===== config.mk =====
export PLATFORM = sky130hd
export DESIGN_NAME = pulse_seq_gen
export DESIGN_NICKNAME = d
export VERILOG_FILES = /design/src/rtl/pulse_seq_pkg.sv /design/src/rtl/pulse_gap_cnt.sv /design/src/rtl/pulse_seq_gen.sv
export SDC_FILE = /design/constraint.sdc
export NUM_CORES = 1
export LEC_CHECK = 0
export ABC_AREA = 1
export BUFFER_PORTS_ARGS = -buffer_cell sky130_fd_sc_hd__buf_2
export CORE_AREA = 2 2 87 89
export DETAILED_ROUTE_END_ITERATION = 8
export DIE_AREA = 0 0 89 91
export GPL_ROUTABILITY_DRIVEN = 0
export GPL_TIMING_DRIVEN = 0
export PLACE_DENSITY = 0.48
export SLEW_MARGIN = 5
export SYNTH_ARGS = -nofsm -noshare
export SYNTH_HDL_FRONTEND = slang
export SYNTH_SLANG_ARGS = --single-unit

===== constraint.sdc =====
create_clock -name clk -period 1.9 [get_ports clk]
set_clock_uncertainty 0.1 [all_clocks]
set_input_delay 0.095 -clock clk [delete_from_list [all_inputs] [get_ports clk]]
set_output_delay 0.095 -clock clk [all_outputs]
set_load 0.02 [all_outputs]

===== src/rtl/pulse_seq_pkg.sv =====
// Shared types and constants for the pulse sequence generator: FSM states,
// symbol encodings, slot limit and small decode helpers.
package pulse_seq_pkg;

  typedef enum logic [1:0] {
    ST_IDLE = 2'd0,
    ST_EMIT = 2'd1,
    ST_GAP  = 2'd2,
    ST_DONE = 2'd3
  } state_t;

  localparam logic [1:0] SYM_NONE = 2'b00;
  localparam logic [1:0] SYM_X1   = 2'b01;
  localparam logic [1:0] SYM_X2   = 2'b10;
  localparam logic [1:0] SYM_X3   = 2'b11;

  localparam int MAX_LEN = 4;

  // Requested lengths above the slot count collapse to a full four-slot sequence.
  function automatic logic [2:0] clamp_len(input logic [2:0] l);
    return (l > 3'(MAX_LEN)) ? 3'(MAX_LEN) : l;
  endfunction

  function automatic logic [1:0] slot_sym(input logic [7:0] s, input logic [1:0] idx);
    return s[{idx, 1'b0} +: 2];
  endfunction

  // Returns {x3, x2, x1}; at most one bit is ever set.
  function automatic logic [2:0] sym_to_lines(input logic [1:0] sym);
    logic [2:0] lines;
    lines = 3'b000;
    case (sym)
      SYM_X1:  lines = 3'b001;
      SYM_X2:  lines = 3'b010;
      SYM_X3:  lines = 3'b100;
      default: lines = 3'b000;
    endcase
    return lines;
  endfunction

endpackage


===== src/rtl/pulse_gap_cnt.sv =====
// Inter-slot gap down-counter: loads the gap length, counts down while the
// generator idles between slots and flags the final gap cycle.
module pulse_gap_cnt #(
  parameter int GAP_W = 8
) (
  input  logic             clk,
  input  logic             rst_n,
  input  logic             i_load,
  input  logic             i_dec,
  input  logic             i_clr,
  input  logic [GAP_W-1:0] i_val,
  output logic             o_last
);

  logic [GAP_W-1:0] r_cnt;

  always_ff @(posedge clk or negedge rst_n) begin
    if (!rst_n) begin
      r_cnt <= '0;
    end else if (i_load) begin
      r_cnt <= i_val;
    end else if (i_clr) begin
      r_cnt <= '0;
    end else if (i_dec && (r_cnt != '0)) begin
      r_cnt <= r_cnt - 1'b1;
    end
  end

  assign o_last = (r_cnt == GAP_W'(1));

endmodule


===== src/rtl/pulse_seq_gen.sv =====
// Plays up to four 2-bit symbols as single-cycle pulses on x1/x2/x3 lines,
// with a programmable idle gap between slots and a done pulse at the end.
module pulse_seq_gen
  import pulse_seq_pkg::*;
#(
  parameter int GAP_W = 8
) (
  input  logic             clk,
  input  logic             rst_n,
  input  logic             start,
  input  logic             abort,
  input  logic [7:0]       seq,
  input  logic [2:0]       len,
  input  logic [GAP_W-1:0] gap,
  output logic             p_x1,
  output logic             p_x2,
  output logic             p_x3,
  output logic             busy,
  output logic             done
);

  state_t           r_state;
  logic [1:0]       r_idx;
  logic [7:0]       r_seq;
  logic [2:0]       r_len;
  logic [GAP_W-1:0] r_gap;
  logic [2:0]       r_lines;
  logic             r_busy;
  logic             r_done;

  logic [2:0]       w_len_in;
  logic [1:0]       w_idx_nxt;
  logic             w_last_slot;
  logic             w_gap_load;
  logic             w_gap_dec;
  logic             w_gap_clr;
  logic             w_gap_last;

  assign w_len_in    = clamp_len(len);
  assign w_idx_nxt   = r_idx + 2'd1;
  assign w_last_slot = ({1'b0, r_idx} == (r_len - 3'd1));

  assign w_gap_load = (r_state == ST_EMIT) && !abort && !w_last_slot && (r_gap != '0);
  assign w_gap_dec  = (r_state == ST_GAP);
  assign w_gap_clr  = (r_state == ST_GAP) && (abort || w_gap_last);

  pulse_gap_cnt #(
    .GAP_W (GAP_W)
  ) u_gap_cnt (
    .clk    (clk),
    .rst_n  (rst_n),
    .i_load (w_gap_load),
    .i_dec  (w_gap_dec),
    .i_clr  (w_gap_clr),
    .i_val  (r_gap),
    .o_last (w_gap_last)
  );

  // Outputs are computed from the next state so each pulse lands in the same
  // cycle the FSM occupies EMIT, straight from a flop.
  always_ff @(posedge clk or negedge rst_n) begin
    if (!rst_n) begin
      r_state <= ST_IDLE;
      r_idx   <= '0;
      r_seq   <= '0;
      r_len   <= '0;
      r_gap   <= '0;
      r_lines <= '0;
      r_busy  <= 1'b0;
      r_done  <= 1'b0;
    end else begin
      r_lines <= '0;
      r_done  <= 1'b0;
      case (r_state)
        ST_IDLE: begin
          if (start && !abort) begin
            r_seq <= seq;
            r_len <= w_len_in;
            r_gap <= gap;
            r_idx <= '0;
            if (w_len_in == 3'd0) begin
              r_state <= ST_DONE;
              r_done  <= 1'b1;
            end else begin
              r_state <= ST_EMIT;
              r_busy  <= 1'b1;
              r_lines <= sym_to_lines(seq[1:0]);
            end
          end
        end
        ST_EMIT: begin
          if (abort) begin
            r_state <= ST_IDLE;
            r_busy  <= 1'b0;
          end else if (w_last_slot) begin
            r_state <= ST_DONE;
            r_busy  <= 1'b0;
            r_done  <= 1'b1;
          end else if (r_gap == '0) begin
            r_idx   <= w_idx_nxt;
            r_lines <= sym_to_lines(slot_sym(r_seq, w_idx_nxt));
          end else begin
            r_state <= ST_GAP;
          end
        end
        ST_GAP: begin
          if (abort) begin
            r_state <= ST_IDLE;
            r_busy  <= 1'b0;
          end else if (w_gap_last) begin
            r_state <= ST_EMIT;
            r_idx   <= w_idx_nxt;
            r_lines <= sym_to_lines(slot_sym(r_seq, w_idx_nxt));
          end
        end
        ST_DONE: begin
          r_state <= ST_IDLE;
        end
        default: begin
          r_state <= ST_IDLE;
          r_busy  <= 1'b0;
        end
      endcase
    end
  end

  assign p_x1 = r_lines[0];
  assign p_x2 = r_lines[1];
  assign p_x3 = r_lines[2];
  assign busy = r_busy;
  assign done = r_done;

endmodule


==> flow_metrics.env <==
export IMPL_switching_power_mw=1.75
export IMPL_die_x_um=89
export IMPL_pwr_share_clk_pct=15.1
export IMPL_synthCells=281
export IMPL_critPathCaptureType="flop"
export IMPL_p_leak_nw=1.39
export IMPL_viasPerCell=4.26
export IMPL_layout_common_cells="nand2_1, dfrtp_1, buf_2"
export IMPL_cts_sinks=36
export IMPL_cpPeakStageDelay_ns=0.44
export IMPL_outcome="finished, final reports clean"
export IMPL_clk_path_buf_depth=2
export IMPL_nets=367
export IMPL_ys_ff_latch=36
export IMPL_cp_start_kind="flop"
export IMPL_grt_overflow_total=0
export IMPL_hold_viol=0
export IMPL_clock_root_buffer="clkbuf_8"
export IMPL_swShare_pct=44.3
export IMPL_max_clock_freq_mhz=571
export IMPL_grt_pass1_vias=1810
export IMPL_finalCriticalPeriod_ns=1.75
export IMPL_yosysSeqAreaShare_pct=43.2
export IMPL_worstMarginPinSlew_ns=0.836
export IMPL_ys_warn_count=0
export IMPL_cp_arrival_ns=1.84
export IMPL_critical_path_cell_chain="inv_1 > ha_2 > inv_1 > nor2_4 > clkinvlp_4 > buf_4 > nand2_1 > nand2_1"
export IMPL_final_setup_worst_slack_ns=0.148
export IMPL_die_h_um=91
export IMPL_finalSetupTns_ns=0
export IMPL_path_delay_family="buffers and inverters"
export IMPL_wire_per_inst_um=11.2
export IMPL_report_final_slew_viol_count=0
export IMPL_place_hpwl_um=3590
export IMPL_area_delta_synth_final_pct=28.7
export IMPL_critPathKind="flop to flop"
export IMPL_drtPass1Iterations=4
export IMPL_cts_inserted_buffers=5
export IMPL_cp_required_ns=1.98
export IMPL_io_buffers=27
export IMPL_fill_cells=790
export IMPL_path_max_fanout=10
export IMPL_cp_num_buf_inv=4
export IMPL_yosysUniqueCellTypes=24
export IMPL_mappedNetlistArea_um2=2080
export IMPL_slew_headroom_pct=44.3
export IMPL_io_pin_count=28
export IMPL_die_area_um2=8100
export IMPL_fin_util_pct=37.6
export IMPL_grt_max_degree=37
export IMPL_grt_pass1_wl_um=8330
export IMPL_cellPowerDensity_nw_per_um2=1470
export IMPL_n_antenna_cell=0
export IMPL_place_worst_setup_slack_ns=0.0591
export IMPL_vias=1853
export IMPL_wl_um=4870
export IMPL_internal_power_mw=2.20
export IMPL_drive_gt1_share_pct=17.6
export IMPL_period_share_pct=92.2
export IMPL_comb_power_share_pct=50.9
export IMPL_initial_core_util_pct=29.2
export IMPL_clk_pin_slew_worst_paths_ns=0.07
export IMPL_crit_slowest_cell="dfrtp_1"
export IMPL_synth_nets=312
export IMPL_rows=31
export IMPL_drtIter0Drc=69
export IMPL_setup_viol=0
export IMPL_hold_path_class="input port to flop"
export IMPL_avgSynthCellArea_um2=7.42
export IMPL_insertion_delay_ns=0.29
export IMPL_grt_total_usage_pct=13.3
export IMPL_cts_tree="done"
export IMPL_p_seq_share_pct=34.1
export IMPL_mostFrequentLayoutCell="nand2_1"
export IMPL_ant_nets=0
export IMPL_htree_levels=2
export IMPL_antenna_found_initial=0
export IMPL_irDropWorstVdd_mv=0.411
export IMPL_max_cap_violations=0
export IMPL_core_um2=7140
export IMPL_drc=0
## synthesized netlist by cell type
| cell | count | share of area (%) |
|---|---|---|
| buf_6 | 1 | 0.54 |
| xnor2_2 | 1 | 0.78 |
| clkbuf_1 | 1 | 0.18 |
| o21ai_2 | 1 | 0.42 |
| nand2_1 | 120 | 22 |
| xnor2_1 | 1 | 0.42 |
| inv_1 | 26 | 4.7 |
| o21ai_4 | 1 | 0.78 |
| or3_1 | 2 | 0.60 |
| buf_2 | 2 | 0.48 |
| nor2_1 | 17 | 3.1 |
| ha_1 | 8 | 4.8 |
| dfrtp_1 | 36 | 43 |
| a21oi_1 | 7 | 1.7 |
| nand3_2 | 1 | 0.48 |
| nor3_1 | 3 | 0.72 |
| nand4_1 | 8 | 2.4 |
| inv_2 | 2 | 0.36 |
| nand3_1 | 18 | 4.3 |
| nor2_4 | 1 | 0.54 |
| nand2_2 | 4 | 1.2 |
| xor2_1 | 4 | 1.7 |
| nand3_4 | 2 | 1.7 |
| o21ai_0 | 14 | 3.4 |
## repair_timing
item                                    in CTS  in global routing
hold buffers                                20                  0
hold endpoints to repair                    56                  0
setup buffers                                0                  1
endpoints found under the setup margin       0                 17
gates resized for setup                      0                 13
## worst min-delay path, cell delays in order
cell     delay, ns
buf_2         0.12
inv_2         0.08
a21oi_1       0.10
nand3_1       0.07
nand2_1       0.05
## logic make-up (layout without fill, tap and decap cells)
kind of cell | Yosys count | count (layout) | synth area share [%]
and+or+nand+nor | 176 | 176 | 36.6
DFF | 36 | 36 | 43.2
buffers and inverters | 32 | 87 | 6.24
AOI/OAI and AO/OA | 23 | 23 | 6.24
adders and majority gates | 8 | 8 | 4.80
xor gates and xnor gates | 6 | 6 | 2.88
## final timing paths
check                           slack [ns]                 end  startpoint  cells after the start
worst max-delay path                  0.15            r_seq[2]  r_state[0]                      8
worst max register to register        0.15            r_seq[2]  r_state[0]                      8
min in group asynchronous             0.34  u_gap_cnt.r_cnt[0]       rst_n                      2
worst min register to register        0.38            r_seq[2]    r_seq[2]                      2
max in group asynchronous             0.78          r_state[1]       rst_n                      2
worst min-delay path                  0.15          r_state[1]       abort                      5
## power groups by stage
stage                     Combinational, mW  Sequential, mW  Clock [mW]
after floorplan                        1.52            1.32           0
after global placement                 1.90            1.35           0
after detailed placement               1.93            1.36           0
after CTS                              1.97            1.35       0.624
after global routing                   2.36            1.40       0.648
final                                  2.01            1.35       0.596
## flip-flops by register name (all words and copies together), names as in the netlist
| register | count |
|---|---|
| r_seq | 8 |
| r_state | 2 |
| done | 1 |
| busy | 1 |
| u_gap_cnt.r_cnt | 8 |
| r_gap | 8 |
| r_idx | 2 |
| r_len | 3 |
| r_lines | 3 |
## area by class of cell
cell class	count	area [um^2]	share of cell area, %
flip-flops and latches	36	902	33.6
repair buffers	48	343	12.8
clock buffers	7	96.3	3.59
well taps	99	124	4.62
plain buffers	4	35.0	1.31
multi-input cells	213	1070	40.0
inverters	28	109	4.06
## metal layers
metal  track usage (%)  vias to the layer above  part of all wire [%]
met5                 0                        -                     0
met4              5.85                        0                   2.2
met3              2.82                       10                   3.5
met2              19.8                       35                    46
met1              18.4                      813                    49
li1                  -                      995                     -
## through the flow
stage	hold WS (ns)	cells	power (mW)	instance area [um^2]
floorplan	-0.301	281	2.84	2080
global placement	0.150	407	3.26	2340
detailed placement	0.167	407	3.29	2340
CTS	0.139	434	3.94	2640
global route	0.186	435	4.41	2680
finish	0.146	435	3.96	2680
(Power assumes the default switching activity.)
